File: src/rtl/rom_streamer.sv
// rom_streamer: burst read master for a 1-cycle-latency synchronous ROM, streaming words out on valid/ready.
// Optional ROM_STREAMER_LAST_EN adds an m_last output marking the final beat of each burst.
`timescale 1ns/1ps

module rom_streamer_chk (
  input logic       i_clk,
  input logic       i_rst,
  input logic       i_push,
  input logic       i_pop,
  input logic [1:0] i_occ,
  input logic       i_issue,
  input logic       i_inflight
);

  a_no_overflow: assert property (@(posedge i_clk) disable iff (i_rst)
    !(i_push && !i_pop && (i_occ == 2'd2)));

  a_pending_bound: assert property (@(posedge i_clk) disable iff (i_rst)
    ({1'b0, i_occ} + {2'b00, i_inflight}) <= 3'd2);

  a_no_issue_when_full: assert property (@(posedge i_clk) disable iff (i_rst)
    !(i_issue && (i_occ == 2'd2) && i_inflight && !i_pop));

endmodule

module rom_streamer #(
  parameter int size  = 2048,
  parameter int width = 16,
  parameter int asize = $clog2(size)
) (
  input  logic             clk,
  input  logic             rst,
  input  logic             start,
  input  logic [asize-1:0] base_addr,
  input  logic [asize:0]   len,
  output logic             busy,
  output logic             done,
  output logic             rom_en,
  output logic [asize-1:0] rom_addr,
  input  logic [width-1:0] rom_dout,
  output logic             m_valid,
  input  logic             m_ready,
  output logic [width-1:0] m_data
`ifdef ROM_STREAMER_LAST_EN
  , output logic           m_last
`endif
);

  localparam logic [asize-1:0] LAST_ADDR = asize'(size - 1);
  localparam logic [asize-1:0] ZERO_ADDR = {asize{1'b0}};
  localparam logic [asize:0]   ZERO_CNT  = {(asize + 1){1'b0}};
  localparam logic [asize:0]   ONE_CNT   = {{asize{1'b0}}, 1'b1};

  typedef enum logic [1:0] {
    S_IDLE  = 2'd0,
    S_FETCH = 2'd1,
    S_DRAIN = 2'd2,
    S_DONE  = 2'd3
  } state_t;

  state_t r_state;
  state_t w_state_nxt;

  logic [asize:0]   r_len;
  logic [asize:0]   r_issued;
  logic [asize:0]   r_accepted;
  logic [asize-1:0] r_addr;
  logic             r_inflight;

  logic [width-1:0] r_buf [2];
  logic             r_rd_ptr;
  logic             r_wr_ptr;
  logic [1:0]       r_occ;

  logic             w_push;
  logic             w_pop;
  logic [2:0]       w_pending;
  logic             w_room;
  logic             w_issue;
  logic             w_last_issue;
  logic             w_head_last;
  logic             w_last_accept;
  logic             w_accept_start;

  // Issue/acceptance decisions; a pop this cycle frees a slot for a read issued this cycle.
  always_comb begin
    w_accept_start = (r_state == S_IDLE) && start;
    w_push         = r_inflight;
    w_pop          = (r_occ != 2'd0) && m_ready;
    w_pending      = {1'b0, r_occ} + {2'b00, r_inflight};
    if (w_pop) begin
      w_room = (w_pending <= 3'd2);
    end else begin
      w_room = (w_pending < 3'd2);
    end
    w_issue       = (r_state == S_FETCH) && (r_issued < r_len) && w_room;
    w_last_issue  = w_issue && ((r_issued + ONE_CNT) == r_len);
    w_head_last   = (r_occ != 2'd0) && ((r_accepted + ONE_CNT) == r_len);
    w_last_accept = w_pop && w_head_last;
  end

  // State register.
  always_ff @(posedge clk or posedge rst) begin
    if (rst) begin
      r_state <= S_IDLE;
    end else begin
      r_state <= w_state_nxt;
    end
  end

  // Next-state decode.
  always_comb begin
    w_state_nxt = r_state;
    case (r_state)
      S_IDLE: begin
        if (start) begin
          if (len == ZERO_CNT) begin
            w_state_nxt = S_DONE;
          end else begin
            w_state_nxt = S_FETCH;
          end
        end else begin
          w_state_nxt = S_IDLE;
        end
      end
      S_FETCH: begin
        if (w_last_issue) begin
          w_state_nxt = S_DRAIN;
        end else begin
          w_state_nxt = S_FETCH;
        end
      end
      S_DRAIN: begin
        if (w_last_accept) begin
          w_state_nxt = S_DONE;
        end else begin
          w_state_nxt = S_DRAIN;
        end
      end
      S_DONE:  w_state_nxt = S_IDLE;
      default: w_state_nxt = S_IDLE;
    endcase
  end

  // Outputs decoded from registered state; rom_en is the live issue decision.
  always_comb begin
    busy     = (r_state != S_IDLE);
    done     = (r_state == S_DONE);
    rom_en   = w_issue;
    rom_addr = r_addr;
    m_valid  = (r_occ != 2'd0);
    m_data   = r_buf[r_rd_ptr];
`ifdef ROM_STREAMER_LAST_EN
    m_last   = w_head_last;
`endif
  end

  // Burst bookkeeping: length, issue/accept counts and the wrapping read address.
  always_ff @(posedge clk or posedge rst) begin
    if (rst) begin
      r_len      <= ZERO_CNT;
      r_issued   <= ZERO_CNT;
      r_accepted <= ZERO_CNT;
      r_addr     <= ZERO_ADDR;
      r_inflight <= 1'b0;
    end else begin
      r_inflight <= w_issue;
      if (w_accept_start) begin
        r_len      <= len;
        r_issued   <= ZERO_CNT;
        r_accepted <= ZERO_CNT;
        r_addr     <= base_addr;
      end else begin
        if (w_issue) begin
          r_issued <= r_issued + ONE_CNT;
          if (r_addr == LAST_ADDR) begin
            r_addr <= ZERO_ADDR;
          end else begin
            r_addr <= r_addr + {{(asize - 1){1'b0}}, 1'b1};
          end
        end
        if (w_pop) begin
          r_accepted <= r_accepted + ONE_CNT;
        end
      end
    end
  end

  // Two-entry return buffer; push and pop in the same cycle keep occupancy and order.
  always_ff @(posedge clk or posedge rst) begin
    if (rst) begin
      r_buf[0] <= {width{1'b0}};
      r_buf[1] <= {width{1'b0}};
      r_rd_ptr <= 1'b0;
      r_wr_ptr <= 1'b0;
      r_occ    <= 2'd0;
    end else begin
      if (w_push) begin
        r_buf[r_wr_ptr] <= rom_dout;
        r_wr_ptr        <= ~r_wr_ptr;
      end
      if (w_pop) begin
        r_rd_ptr <= ~r_rd_ptr;
      end
      case ({w_push, w_pop})
        2'b10:   r_occ <= r_occ + 2'd1;
        2'b01:   r_occ <= r_occ - 2'd1;
        default: r_occ <= r_occ;
      endcase
    end
  end

  rom_streamer_chk u_chk (
    .i_clk      (clk),
    .i_rst      (rst),
    .i_push     (w_push),
    .i_pop      (w_pop),
    .i_occ      (r_occ),
    .i_issue    (w_issue),
    .i_inflight (r_inflight)
  );

endmodule

File: config.mk
export PLATFORM = sky130hd
export DESIGN_NAME = rom_streamer
export DESIGN_NICKNAME = d
export VERILOG_FILES = /design/src/rtl/rom_streamer.sv
export SDC_FILE = /design/constraint.sdc
export NUM_CORES = 1
export LEC_CHECK = 0
export BUFFER_PORTS_ARGS = -buffer_cell sky130_fd_sc_hd__buf_2
export CORE_ASPECT_RATIO = 2
export CORE_UTILIZATION = 37
export CTS_BUF_LIST = sky130_fd_sc_hd__clkbuf_8
export CTS_CLUSTER_SIZE = 14
export DETAILED_ROUTE_END_ITERATION = 12
export GPL_ROUTABILITY_DRIVEN = 0
export GPL_TIMING_DRIVEN = 0
export SYNTH_ARGS = -nofsm -noshare
export SYNTH_HDL_FRONTEND = slang
export SYNTH_SLANG_ARGS = --single-unit
File: constraint.sdc
create_clock -name clk -period 3.2 [get_ports clk]
set_input_delay 0.16 -clock clk [delete_from_list [all_inputs] [get_ports clk]]
set_output_delay 0.16 -clock clk [all_outputs]
set_load 0.1 [all_outputs]
# After elaboration in Yosys (flattened, before gate mapping)
# Index checks and enable logic that the tools add are counted.
[totals]
register_bits = 86
input_bits = 43
[classes]
add_sub_neg = 6
magnitude_cmp = 6
eq_ne = 8
muxes = 20
n_bitwise = 4
reduce_logical = 15
[ops]
columns = ["cell", "count"]
rows = [
  ["$mux W16", 4],
  ["$mux W12", 4],
  ["$mux W11", 3],
  ["$bwmux W32", 1],
  ["$add A12 B1 Y12 const B", 2],
  ["$eq A12 B12 Y1", 2],
  ["$demux W16 S1", 1],
  ["$logic_not A12 Y1", 1],
  ["$lt A12 B12 Y1", 1],
  ["$add A11 B1 Y11 const B", 1],
  ["$eq A11 B11 Y1 const B", 1],
  ["$reduce_bool A2 Y1", 5],
  ["$logic_and A1 B1 Y1", 8],
  ["$pmux W2 S4", 1],
  ["$eq A2 B2 Y1 const B", 3],
  ["$mux W2", 3],
  ["$eq A2 B1 Y1 const B", 2],
  ["$ge A2 B2 Y1 const B", 2],
  ["$not A1 Y2", 2],
  ["$pmux W2 S2", 1],
  ["$add A2 B1 Y3", 1],
  ["$le A3 B2 Y1 const B", 1],
  ["$lt A3 B2 Y1 const B", 1],
  ["$add A2 B1 Y2 const B", 1],
  ["5 further kinds", 7],
]

# Depth between registers and ports, before layout
[logic_depth]
word_depth = 7
mapped_depth = 11
mapped_depth_nobuf = 8

# Worst setup path before layout
# No wires, ideal clock.
[synth_timing]
kind = "reg2reg"
startpoint = "reg r_len[10]"
endpoint = "reg r_inflight"
setup_ns = 0.198
arrival_time_ns = 2.502
t_required_ns = 3.002
setup_slack_ns = 0.500
path_stages_with_launch = 11
path_buffers = 3
period_less_slack_ns = 2.700
cell_sequence = "dfrtp_1 clkbuf_1 inv_1 ha_1 a21o_1 a211oi_1 o221a_2 buf_6 nand2_2 buf_2 inv_1"
[synth_between]
elab_chain_cells = 3
[synth_lines]
columns = ["item", "line_no", "source"]
rows = [
  ["start: declaration", "64", "logic [asize:0] r_len;"],
  ["start signal: assignment", "169", "r_len <= len;"],
  ["$lt A12 B12 Y1", "96", "w_issue = (r_state == S_FETCH) && (r_issued < r_len) && w_room;"],
  ["$logic_and A1 B1 Y1 (2 in a row)", "96", ""],
  ["net rom_en", "38", "output logic rom_en,"],
  ["end signal: assignment", "167", "r_inflight <= w_issue;"],
  ["end: declaration", "68", "logic r_inflight;"],
]
# The timed path passes the listed nets, and every way through them passes these cells.
# A chain may end at the register's enable or synchronous reset.

# Worst setup path after layout
[layout_timing]
startpoint = "reg r_len[6]"
endpoint = "out rom_en"
[layout_between]
elab_chain_cells = 3
[layout_lines]
columns = ["item", "line_no"]
rows = [
  ["$lt A12 B12 Y1", "96"],
  ["$logic_and A1 B1 Y1 (2 in a row)", "96"],
  ["end: declaration", "38"],
]
# No other way between the ends.

==> impl_metrics.json <==
{
  "status": "finished clean",
  "layout_common_cells": "dfrtp_1, buf_2, mux2_2",
  "holdPathEnd": "r_len[7]",
  "critPathBufInv": 5,
  "path_max_fanout": 10,
  "crit_type": "register to output port",
  "synth_area_per_cell_sq_um": 9.749,
  "p_per_area_nw_per_um2": 1052,
  "seqPwrFrac": 0.280,
  "clock-root-buffer": "clkbuf_8",
  "finalClockSkew_ns": 0.01275,
  "critical_path.startpoint_type": "register",
  "syn_area_sq_um": 5109,
  "switchingPower_mw": 3.403,
  "synthCells": 524,
  "worstRegToRegCells": 10,
  "reg2reg_to": "r_state[0]",
  "synth_ff_type": "dfrtp_1",
  "worstHoldPathType": "primary input to register",
  "initial_core_util": 0.3802,
  "ant_nets": 0,
  "yosysUniqueCellTypes": 56,
  "routed_via_density": 5.501,
  "dp.cells": 753,
  "post-route-cell-area_sq_um": 5968,
  "intPower_mw": 2.878,
  "min_period_over_period": 0.9581,
  "worst_slew_pin_slew_ns": 0.6800,
  "drt-initial-drc-count": 225,
  "drt_first_pass_iters": 4,
  "die_h_um": 168.2,
  "clkPwrFrac": 0.126,
  "clkSlewWorstSetupHoldPaths_ns": 0.09,
  "report.final.slew_viol_count": 0,
  "grt_pass1_vias": 4525,
  "instances_no_fill": 775,
  "grt_usage": 0.2060,
  "period_needed_ns": 3.066,
  "wl_per_cell_um": 17.94,
  "slew_headroom": 0.5425,
  "register_area_sq_um": 2152,
  "crit_slowest_cell": "dfrtp_1",
  "grt_max_degree": 71,
  "die-area_sq_um": 14310,
  "drive_above_1_share": 0.2532,
  "antenna_found_initial": 0,
  "cp.arrival_ns": 2.91,
  "fmax_mhz": 326.2,
  "io_pins": 74,
  "synthArstFlopShare": 1.000,
  "setup_viol": 0,
  "numCtsBuffers": 9,
  "worstPathRequired_ns": 3.04,
  "die_x_um": 85.09,
  "cts_num_sinks": 86,
  "portBuffers": 73,
  "holdPathStages": 3,
  "syn-num-nets": 586,
  "syn2layout_area_growth_pct": 16.83,
  "drv_cap": 0,
  "crit_top_cell": "inv_1",
  "mostFrequentLayoutCell": "dfrtp_1",
  "post_dp_cell_area_sq_um": 5698,
  "layout.nets": 677,
  "vias": 4263,
  "overflow": 0,
  "r2r_start": "r_len[6]",
  "switching_share": 0.5418,
  "irDropWorstVdd_v": 0.0005373,
  "finalWirelength_um": 13900,
  "yosys_register_bits": 86,
  "dp_hpwl_um": 10620,
  "synth_edf_count": 0,
  "cts.path.max_buffers": 2,
  "htreeDepth": 3,
  "power_mw": 6.281,
  "r2r_slack_ns": 0.18,
  "route.detailed.drc": 0,
  "core-area_sq_um": 13440,
  "finalHoldViolCount": 0,
  "cts_tree": "yes",
  "rows": 60,
  "n_fill_cell": 1295,
  "multiInputGateArea_sq_um": 2743,
  "slowest_delay_ns": 0.47,
  "cts_setup_buffers": 0,
  "path_depth": 10,
  "min_from": "len[7]",
  "ys_seq_area_frac": 0.4213,
  "clk_latency_ns": 0.37,
  "grt_pass1_wl_um": 22500,
  "antenna_cells": 0,
  "cp_top_family": "buffers and inverters",
  "pwr-share-comb": 0.595,
  "rsz0062_at_grt": "no",
  "leakage_nw": 2.616,
  "crit_chain": "inv_1 > ha_1 > a21o_1 > a211oi_2 > o221a_2 > buf_6 > nand2_2 > buf_2 > inv_1 > buf_4",
  "yosys_warnings": 0,
  "cp-end-kind": "output port"
}
## layout make-up
class | instances | share of cell area
Buffer | 30 | 0.02159
Clock buffer | 9 | 0.02075
Clock inverter | 7 | 0.01216
Inverter | 23 | 0.01488
Multi-Input combinational cell | 384 | 0.4595
Sequential cell | 86 | 0.3606
Tap cell | 155 | 0.03249
Timing Repair Buffer | 81 | 0.07799
## power groups by stage
stage               clock (mW)  combinational [mW]  sequential [mW]
floorplan                    0                2.79             2.02
global placement             0                3.67             1.74
detailed placement           0                3.73             1.78
CTS                      0.821                3.76             1.75
global route             0.861                3.96             1.81
finish                   0.789                3.74             1.76
## cell usage after synthesis, drive strengths merged, types with 3 or more instances
cell type	instances	area, sq um
a21o	4	30.03
dfrtp	86	2152
o31ai	4	30.03
nand4	12	81.33
clkbuf	21	78.83
buf	10	53.80
nor2	39	146.4
nand2	40	152.6
o311ai	3	26.28
o2111ai	3	26.28
and4	5	43.79
nand2b	6	37.54
ha	19	237.7
nor3	9	50.05
o21ai	34	173.9
and3	7	43.79
a31oi	8	50.05
xnor2	27	236.5
nor4	7	43.79
nor2b	4	25.02
mux2i	3	30.03
and2	5	31.28
mux2	49	551.8
xor2	27	236.5
inv	23	86.33
or3	3	18.77
o211ai	4	30.03
nand3	21	105.1
a21oi	14	70.07
## per-stage QoR
stage | hold WS [ns] | worst slack (ns) | setup TNS, ns | utilization
6_report | 0.01888 | 0.1339 | 0 | 0.4441
5_1_grt | 0.02331 | 0.008838 | 0 | 0.4441
4_1_cts | 0.003748 | 0.02372 | 0 | 0.4440
3_5_place_dp | 0.1198 | 0.1081 | 0 | 0.4240
3_3_place_gp | 0.3647 | -0.2790 | -23.34 | 0.4218
2_1_floorplan | 0.2768 | 0.5002 | 0 | -
## how the worst max path moves through the flow
stage / from / endpoint
after global routing: r_len[6] / rom_en
final: r_len[6] / rom_en
after floorplan: r_len[10] / r_inflight
after CTS: r_len[6] / rom_en
after detailed placement: r_len[6] / r_state[0]
after global placement: rst / r_state[1]
## state kept, by name, summed over array words and instances (netlist names)
name        flops
r_accepted     12
r_buf          32
r_len          12
rom_addr       11
r_wr_ptr        1
r_state         2
r_rd_ptr        1
r_occ           2
r_inflight      1
r_issued       12
## tightest hold or removal path, cell delays in order
cell	delay [ns]
buf_2	0.09
nand2_1	0.04
o21ai_0	0.05
## layer usage
metal | global-route usage | vias to the layer above | routed length [um]
li1 | - | 2030 | -
met1 | 0.1973 | 2063 | 4850
met3 | 0.02892 | 52 | 371
met2 | 0.3945 | 118 | 7928
met4 | 0.1385 | 0 | 754
met5 | 0 | - | 0
## cells by family after synthesis
| family | count (synthesis) | synth area share |
|---|---|---|
| and+or+nand+nor | 171 | 0.1746 |
| DFF | 86 | 0.4213 |
| adders and majority gates | 19 | 0.04653 |
| buffers and inverters | 54 | 0.04286 |
| AOI/OAI and AO/OA | 88 | 0.1083 |
| muxes | 52 | 0.1139 |
| xor gates and xnor gates | 54 | 0.09258 |
## repair_timing
item,in CTS,in global routing
resized for setup,1,1
hold buffers,7,0
setup endpoints to repair,1,3
hold endpoints to repair,22,0
cloned,0,0
(Power assumes the default switching activity.)
